`config.mk`:
```
export PLATFORM = sky130hd
export DESIGN_NAME = lsu_ctrl
export DESIGN_NICKNAME = d
export VERILOG_FILES = /design/src/rtl/lsu_ctrl.sv
export SDC_FILE = /design/constraint.sdc
export NUM_CORES = 1
export LEC_CHECK = 0
export BUFFER_PORTS_ARGS = -buffer_cell sky130_fd_sc_hd__buf_2
export CAP_MARGIN = 20
export CORE_MARGIN = 2
export CORE_UTILIZATION = 35
export DETAILED_ROUTE_END_ITERATION = 7
export GPL_ROUTABILITY_DRIVEN = 0
export SLEW_MARGIN = 10
export SYNTH_ARGS = -nofsm -noshare
export SYNTH_HDL_FRONTEND = slang
export SYNTH_SLANG_ARGS = --single-unit
```
`constraint.sdc`:
```
create_clock -name clk_in -period 2.4 [get_ports clk_in]
set_clock_uncertainty 0.2 [all_clocks]
set_input_delay 0.36 -clock clk_in [delete_from_list [all_inputs] [get_ports clk_in]]
set_output_delay 0.36 -clock clk_in [all_outputs]
set_load 0.1 [all_outputs]
```
`src/rtl/lsu_ctrl.sv`:
```
// lsu_ctrl: load/store sequencing controller between the execute stage and a
// single-port req/gnt/rvalid data bus.
//
// Accepts one load or store per transaction, checks alignment, issues the bus
// request with byte enables and lane-replicated store data, and stalls the
// pipeline until completion. Loads return sign/zero-extended data for
// write-back. Misaligned accesses and bus timeouts are reported as faults.
//
// Ports:
//   clk_in, reset_in             clock (rising edge), synchronous active-high reset
//   mem_op_in/addr/data/rd_addr  request from execute stage (held while stalled)
//   stall_out                    freeze upstream pipeline
//   wb_we/addr/data_out          load write-back (DONE cycle only)
//   misalign/fault/fault_addr    exception report (DONE cycle only)
//   bus_*_out                    bus request fields (REQ state only, 0 elsewhere)
//   bus_gnt/rvalid/rdata_in      bus response
//
// state | meaning
// ------+-----------------------------------------------------------
// IDLE  | waiting for a non-NOP op; accepts and latches it
// REQ   | bus_req_out asserted until gnt or timeout
// WAIT  | load granted, waiting for rvalid or timeout
// DONE  | one-cycle completion: write-back or fault report

module lsu_ctrl #(
    parameter int ADDR_WIDTH     = 32,
    parameter int DATA_WIDTH     = 32,
    parameter int TIMEOUT_CYCLES = 16
) (
    input  logic                  clk_in,
    input  logic                  reset_in,
    input  logic [3:0]            mem_op_in,
    input  logic [ADDR_WIDTH-1:0] mem_addr_in,
    input  logic [DATA_WIDTH-1:0] mem_data_in,
    input  logic [4:0]            rd_addr_in,
    output logic                  stall_out,
    output logic                  wb_we_out,
    output logic [4:0]            wb_addr_out,
    output logic [DATA_WIDTH-1:0] wb_data_out,
    output logic                  misalign_out,
    output logic                  fault_out,
    output logic [ADDR_WIDTH-1:0] fault_addr_out,
    output logic                  bus_req_out,
    output logic                  bus_we_out,
    output logic [ADDR_WIDTH-1:0] bus_addr_out,
    output logic [3:0]            bus_be_out,
    output logic [DATA_WIDTH-1:0] bus_wdata_out,
    input  logic                  bus_gnt_in,
    input  logic                  bus_rvalid_in,
    input  logic [DATA_WIDTH-1:0] bus_rdata_in
);

    localparam logic [3:0] MEM_NOP = 4'd0;
    localparam logic [3:0] LB      = 4'd1;
    localparam logic [3:0] LBU     = 4'd2;
    localparam logic [3:0] LH      = 4'd3;
    localparam logic [3:0] LHU     = 4'd4;
    localparam logic [3:0] LW      = 4'd5;
    localparam logic [3:0] SB      = 4'd6;
    localparam logic [3:0] SH      = 4'd7;
    localparam logic [3:0] SW      = 4'd8;

    localparam logic [7:0] TMO_LAST = 8'(TIMEOUT_CYCLES - 1);

    typedef enum logic [1:0] {
        IDLE = 2'd0,
        REQ  = 2'd1,
        WAIT = 2'd2,
        DONE = 2'd3
    } state_t;

    state_t                state_q, state_d;
    logic [3:0]            op_q, op_d;
    logic [ADDR_WIDTH-1:0] addr_q, addr_d;
    logic [DATA_WIDTH-1:0] data_q, data_d;
    logic [4:0]            rd_q, rd_d;
    logic                  misalign_q, misalign_d;
    logic                  fault_q, fault_d;
    logic [7:0]            cnt_q, cnt_d;
    logic [DATA_WIDTH-1:0] ldata_q, ldata_d;

    logic                  mis_in;
    logic                  op_is_store;
    logic                  op_is_load;
    logic                  op_is_byte;
    logic                  op_is_half;
    logic                  timeout_hit;
    logic [7:0]            rd_byte;
    logic [15:0]           rd_half;
    logic [DATA_WIDTH-1:0] ld_ext;

    always_comb begin
        mis_in = 1'b0;
        case (mem_op_in)
            LH, LHU, SH: mis_in = mem_addr_in[0];
            LW, SW:      mis_in = (mem_addr_in[1:0] != 2'b00);
            default:     mis_in = 1'b0;
        endcase
    end

    assign op_is_store = (op_q == SB) || (op_q == SH) || (op_q == SW);
    assign op_is_load  = (op_q == LB) || (op_q == LBU) || (op_q == LH) ||
                         (op_q == LHU) || (op_q == LW);
    assign op_is_byte  = (op_q == LB) || (op_q == LBU) || (op_q == SB);
    assign op_is_half  = (op_q == LH) || (op_q == LHU) || (op_q == SH);
    assign timeout_hit = (cnt_q == TMO_LAST);

    // Lane extraction from the returned word using the latched address.
    always_comb begin
        rd_byte = 8'h00;
        case (addr_q[1:0])
            2'd0: rd_byte = bus_rdata_in[7:0];
            2'd1: rd_byte = bus_rdata_in[15:8];
            2'd2: rd_byte = bus_rdata_in[23:16];
            2'd3: rd_byte = bus_rdata_in[31:24];
            default: rd_byte = 8'h00;
        endcase
        rd_half = addr_q[1] ? bus_rdata_in[31:16] : bus_rdata_in[15:0];

        ld_ext = bus_rdata_in;
        case (op_q)
            LB:      ld_ext = {{(DATA_WIDTH-8){rd_byte[7]}}, rd_byte};
            LBU:     ld_ext = {{(DATA_WIDTH-8){1'b0}}, rd_byte};
            LH:      ld_ext = {{(DATA_WIDTH-16){rd_half[15]}}, rd_half};
            LHU:     ld_ext = {{(DATA_WIDTH-16){1'b0}}, rd_half};
            default: ld_ext = bus_rdata_in;
        endcase
    end

    always_ff @(posedge clk_in) begin
        if (reset_in) begin
            state_q    <= IDLE;
            op_q       <= MEM_NOP;
            addr_q     <= '0;
            data_q     <= '0;
            rd_q       <= '0;
            misalign_q <= 1'b0;
            fault_q    <= 1'b0;
            cnt_q      <= '0;
            ldata_q    <= '0;
        end else begin
            state_q    <= state_d;
            op_q       <= op_d;
            addr_q     <= addr_d;
            data_q     <= data_d;
            rd_q       <= rd_d;
            misalign_q <= misalign_d;
            fault_q    <= fault_d;
            cnt_q      <= cnt_d;
            ldata_q    <= ldata_d;
        end
    end

    always_comb begin
        state_d    = state_q;
        op_d       = op_q;
        addr_d     = addr_q;
        data_d     = data_q;
        rd_d       = rd_q;
        misalign_d = misalign_q;
        fault_d    = fault_q;
        cnt_d      = cnt_q;
        ldata_d    = ldata_q;

        case (state_q)
            IDLE: begin
                if (mem_op_in != MEM_NOP) begin
                    op_d       = mem_op_in;
                    addr_d     = mem_addr_in;
                    data_d     = mem_data_in;
                    rd_d       = rd_addr_in;
                    misalign_d = mis_in;
                    fault_d    = 1'b0;
                    cnt_d      = '0;
                    ldata_d    = '0;
                    state_d    = mis_in ? DONE : REQ;
                end
            end
            REQ: begin
                cnt_d = cnt_q + 8'd1;
                // A grant in the same cycle as expiry still completes the access.
                if (bus_gnt_in) begin
                    state_d = op_is_store ? DONE : WAIT;
                end else if (timeout_hit) begin
                    fault_d = 1'b1;
                    state_d = DONE;
                end
            end
            WAIT: begin
                cnt_d = cnt_q + 8'd1;
                if (bus_rvalid_in) begin
                    ldata_d = ld_ext;
                    state_d = DONE;
                end else if (timeout_hit) begin
                    fault_d = 1'b1;
                    state_d = DONE;
                end
            end
            DONE: begin
                state_d = IDLE;
            end
            default: begin
                state_d = IDLE;
            end
        endcase
    end

    always_comb begin
        stall_out      = 1'b0;
        wb_we_out      = 1'b0;
        wb_addr_out    = '0;
        wb_data_out    = '0;
        misalign_out   = 1'b0;
        fault_out      = 1'b0;
        fault_addr_out = '0;
        bus_req_out    = 1'b0;
        bus_we_out     = 1'b0;
        bus_addr_out   = '0;
        bus_be_out     = 4'b0000;
        bus_wdata_out  = '0;

        case (state_q)
            IDLE: begin
                stall_out = (mem_op_in != MEM_NOP);
            end
            REQ: begin
                stall_out    = 1'b1;
                bus_req_out  = 1'b1;
                bus_we_out   = op_is_store;
                bus_addr_out = {addr_q[ADDR_WIDTH-1:2], 2'b00};
                if (op_is_byte) begin
                    bus_be_out    = 4'b0001 << addr_q[1:0];
                    bus_wdata_out = {(DATA_WIDTH/8){data_q[7:0]}};
                end else if (op_is_half) begin
                    bus_be_out    = 4'b0011 << {addr_q[1], 1'b0};
                    bus_wdata_out = {(DATA_WIDTH/16){data_q[15:0]}};
                end else begin
                    bus_be_out    = 4'b1111;
                    bus_wdata_out = data_q;
                end
            end
            WAIT: begin
                stall_out = 1'b1;
            end
            DONE: begin
                if (op_is_load && !fault_q && !misalign_q && (rd_q != 5'd0)) begin
                    wb_we_out   = 1'b1;
                    wb_addr_out = rd_q;
                    wb_data_out = ldata_q;
                end
                misalign_out = misalign_q;
                fault_out    = fault_q;
                if (misalign_q || fault_q) begin
                    fault_addr_out = addr_q;
                end
            end
            default: begin
                stall_out = 1'b0;
            end
        endcase
    end

endmodule

```
# Word-level counts from Yosys, hierarchy flattened
# Cells that the tools add are included.
# W data, S select, Z words.
dict set report totals {
  ff_bits 117
  output_inout_bits 143
}
dict set report classes {
  n_addsub 1
  n_eq_ne 24
  shifts 2
  mux 41
  reduce_logical 30
}
# op count
set op_table {}
lappend op_table {{$mux W32} 10}
lappend op_table {{$pmux W32 S4} 1}
lappend op_table {{$pmux W32 S2} 1}
lappend op_table {{$pmux W8 S4} 1}
lappend op_table {{$eq A4 B3 Y1 const B} 7}
lappend op_table {{$mux W16} 1}
lappend op_table {{$pmux W8 S2} 1}
lappend op_table {{$eq A4 B2 Y1 const B} 3}
lappend op_table {{$mux W4} 3}
lappend op_table {{$mux W1} 11}
lappend op_table {{$logic_or A1 B1 Y1} 10}
lappend op_table {{$mux W2} 5}
lappend op_table {{$mux W5} 2}
lappend op_table {{$add A8 B1 Y8 const B} 1}
lappend op_table {{$eq A2 B2 Y1 const B} 4}
lappend op_table {{$eq A4 B4 Y1 const B} 2}
lappend op_table {{$eq A8 B4 Y1 const B} 1}
lappend op_table {{$mux W8} 1}
lappend op_table {{$ne A2 B2 Y1 const B} 4}
lappend op_table {{$pmux W2 S4} 1}
lappend op_table {{$reduce_bool A2 Y1} 3}
lappend op_table {{$reduce_bool A5 Y1} 1}
lappend op_table {{$eq A2 B1 Y1 const B} 2}
lappend op_table {{$eq A4 B1 Y1 const B} 1}
lappend op_table {{14 further kinds} 21}

# Depth between registers and ports, before layout
dict set report logic_depth {
  depth_word 10
  mapped_depth 8
  ltp_nobuf 6
}

# Worst setup path before layout
# Ideal clock, no wire load.
dict set report synth_timing {
  kind {reg2out}
  start {reg state_q[1]}
  end {out bus_wdata_out[10]}
  arrival_ns 3.836
  path_slack_ns -1.996
  path_stages_with_launch 5
  path_buffers 1
  path_cell_list {dfxtp_1 -> inv_1 -> ha_1 -> clkbuf_1 -> a21boi_0}
}
dict set report synth_via {
  elab_chain_cells 2
}
# element line
set synth_lines {}
lappend synth_lines {{start: declaration} 72} ;# state_t state_q, state_d;
lappend synth_lines {{start signal: assignment} 142} ;# state_q <= state_d;
lappend synth_lines {{$eq A2 B1 Y1} 222} ;# case (state_q)
lappend synth_lines {{$mux W32} 222}
lappend synth_lines {{end: declaration} 47} ;# output logic [DATA_WIDTH-1:0] bus_wdata_out,
# Every way passes these cells.

# Final worst setup path
dict set report layout_timing {
  start {reg op_q[0]}
  end {out bus_be_out[2]}
}
dict set report layout_via {
  elab_chain_cells 6
  word_cells_on_any_way 13
}
# element line
set layout_lines {}
lappend layout_lines {{start: declaration} 73} ;# logic [3:0] op_q, op_d;
lappend layout_lines {{start signal: assignment} 143} ;# op_q <= op_d;
lappend layout_lines {{$eq A4 B2 Y1 / $eq A4 B3 Y1 (equally long branches)} 105} ;# assign op_is_half = (op_q == LH) || (op_q == LHU) || (op_q == SH);
lappend layout_lines {{$logic_or A1 B1 Y1 (2 in a row)} 105}
lappend layout_lines {{$mux W4} 234} ;# end else if (op_is_half) begin
lappend layout_lines {{$mux W4 *} 231} ;# if (op_is_byte) begin
lappend layout_lines {{$mux W4 *} 222}
lappend layout_lines {{end: declaration} 46} ;# output logic [3:0] bus_be_out,
# Mark *: on every way between the ends. The rest lies on a longest branch, timed or not.

==> results.toml <==
[status]
status = "finished with violations"
failed_checks = "negative setup slack"

[grt]
grt_total_ovfl = 0
grt_start_max_net_pins = 43
first_global_vias = 7595
antenna_found_initial = 2
global_route_wire_length_before_repair_um = 41170
grt_usage = 0.2666

[place]
placed_wire_length_estimate_um = 16710
place_area_um2 = 10680
portBuffers = 249
placed_cells_incl_taps = 1271

[final_layout]
num-fill-cells = 1185
final_design_area_no_fill_um2 = 12980
final_util = 0.7251
layoutNonFillerInstCount = 1404
final_layout_size_suffix_gt1_frac = 0.4804
area_growth_syn_to_layout_pct = 104.4
final_nets = 1276

[synthesis]
yosys_warnings = 0
synth.most_common_cell = "nand2_1"
postSynth.asyncResetShare = 0
synth_cell_type_count = 62
ys_ff_latch = 117
synth-seq-area-share = 0.3689
synth_largest_type_area_fraction = 0.3689
netlist_area_um2 = 6350
synth_enable_flop_cells = 0
synth_cells = 815
synth.area.top_cells = "dfxtp_1 37%, and2_1 11%, nand2_1 10%"
yosys_most_used_dff = "dfxtp_1"
avgSynthCellArea_um2 = 7.791
post_synth_most_frequent_cells = "172 x nand2_1, 117 x dfxtp_1, 110 x and2_1"
yosys.area.top_type = "dfxtp_1"

[route]
drt_drc_violations_left = 0
vias_post_dr = 7628
drt.antenna.violating_nets = 0
routed_wirelength_um = 27780
detail_route.wl_per_cell_um = 19.79
drt-initial-drc-count = 424
drt_first_pass_iters = 5
viasPerCell = 5.433

[critical_path]
critPathSlowestCell = "dfxtp_4"
cp.required_ns = 1.84
critical_r2r_capture = "ldata_q[12]"
crit_fanout = 12
r2r_slack_ns = 0.14
worstSetupPathType = "reg -> out"
worst_path_largest_cell_delay_ns = 0.36
worst_setup_path_startpoint = "op_q[0]"
critical_path.endpoint_type = "primary output"
critPathLaunchType = "register"
reg2regPathDepth = 8
r2r-start = "state_q[0]"
critical_path.cell_chain = "nor3b_2, buf_4, buf_4, o21a_1, buf_12, a21boi_0, o21a_2, buf_12"
cp.arrival_ns = 2.22

[timing]
max_clk_rate_mhz = 359.8
slew_viol_final = 0
final_critical_path_setup_slack_ns = -0.3790
period_share = 1.158
tightest_slew_ns = 0.6206
fin_crit_ns = 2.779
report.final.setup_viol = 66
hold_viol = 0
grt_setup_unrepaired = "true"
slew-limit-headroom = 0.5835

[floorplan]
die_width_um = 138.7
core_um2 = 17900
start_util = 0.3547
ioPinCount = 252
core.rowCount = 49
design.die.area_um2 = 19240
die-height_um = 138.7

[worst_hold_path]
worst_hold_path_type = "in -> reg"
min_from = "mem_addr_in[1]"
whs_path_depth = 3
holdPathEnd = "addr_q[1]"

[clock_network]
clk_pin_slew_ns = 0.05
cts_tree = "yes"
cts.sinks = 117
cts_root_buf = "clkbuf_16"
cts_max_level = 4
numCtsBuffers = 17
clk_latency_ns = 0.41
maximum_clock_insertion_buffer_count = 2

[power]
cellPowerDensity_nw_per_um2 = 1001
leakage_nw = 5.186
max-vdd-ir-drop_mv = 0.6537

[job]
drv_cap = 0
## metal layers
layer  vias up  global-route usage  wire length, µm
met4         2              0.1058             1212
met1      3640              0.3125            10540
li1       3511                   -                -
met2       394              0.4489            13300
met3        81             0.09254             2711
met5         -                   0               11
## worst max-delay path, delay by kind of cell (launching register included)
family / cells / cell delay (ns)
and+or+nand+nor: 1 / 0.16
DFF: 1 / 0.36
AOI/OAI and AO/OA: 3 / 0.67
buffers and inverters: 4 / 0.61
## report_power, final
group / switching, mW / total (mW) / internal, mW
clock: 0.917 / 2.84 / 1.93
sequential: 0.388 / 2.69 / 2.30
combinational: 4.36 / 7.45 / 3.10
## logic make-up (layout without fill, tap and decap cells)
logic type / count (synthesis) / after routing / share of synthesized area
flip-flops: 117 / 117 / 0.3689
multiplexers: 32 / 32 / 0.05517
other: 1 / 3 / 0.0005906
XOR/XNOR: 5 / 5 / 0.006896
AO/OA/AOI/OAI: 230 / 230 / 0.2372
buffers and inverters: 80 / 438 / 0.05261
adder cells (fa/ha/maj): 6 / 6 / 0.01182
AND/OR/NAND/NOR: 344 / 344 / 0.2668
## cells in the final DEF, fill, tap and decap left out, drive strengths merged, types with 3 or more instances in the layout
cell type and instances:
a221oi 8, buf 322, inv 12, or4 5, o211ai 6, o21ai 40, bufinv 5, nor2 18
o22ai 9, clkbuf 30, dlygate4sd3 65, o21a 8, and2 110, a21oi 92, mux2 14, nor2b 12
o31ai 3, xnor2 5, a211oi 4, nand2 172, o2bb2ai 30, or2 3, dfxtp 117, mux2i 17
a21boi 11, nor3 6, ha 6, nand2b 3
## stage by stage
stage                     hold WS (ns)  power (mW)  TNS [ns]  setup slack [ns]
after global routing           0.02507       13.48    -20.96           -0.4338
after detailed placement        0.2453       8.833         0           0.01321
after global placement          0.2394       8.770         0           0.05019
after floorplan                 0.2242       6.640    -3.271           -0.2388
final                          0.02253       12.99    -16.49           -0.3790
after CTS                     0.001182       12.41    -16.67           -0.2900
## registers in the layout, summed over array words and instances, names as in the netlist
register,count
cnt_q,8
state_q,2
op_q,4
addr_q,32
misalign_q,1
ldata_q,32
rd_q,5
data_q,32
fault_q,1
## layout make-up
| type | count | area, µm² | share of cell area |
|---|---|---|---|
| Sequential cell | 117 | 2352 | 0.1812 |
| Inverter | 12 | 50.05 | 0.003855 |
| Timing Repair Buffer | 394 | 5052 | 0.3892 |
| Clock inverter | 8 | 170.2 | 0.01311 |
| Clock buffer | 24 | 481.7 | 0.03711 |
| Antenna cell | 1 | 2.502 | 0.0001928 |
| Tap cell | 229 | 286.5 | 0.02207 |
| Multi-Input combinational cell | 619 | 4586 | 0.3533 |
## timing repair
action	CTS	global route
buffers inserted	15	9
pin swaps	26	11
hold buffers	65	0
setup endpoints to repair	139	137
gates resized for setup	76	68
hold endpoints to repair	65	0
cloned	6	7
## how the worst max path moves through the flow
stage          cells past startpoint                 to  slack [ns]
2_1_floorplan                      6  bus_wdata_out[18]       -0.24
3_3_place_gp                       7    wb_data_out[25]        0.05
3_5_place_dp                       7    wb_data_out[27]        0.01
4_1_cts                            7    wb_data_out[27]       -0.29
5_1_grt                            8      bus_be_out[2]       -0.43
6_report                           8      bus_be_out[2]       -0.38
(Power assumes the default switching activity.)
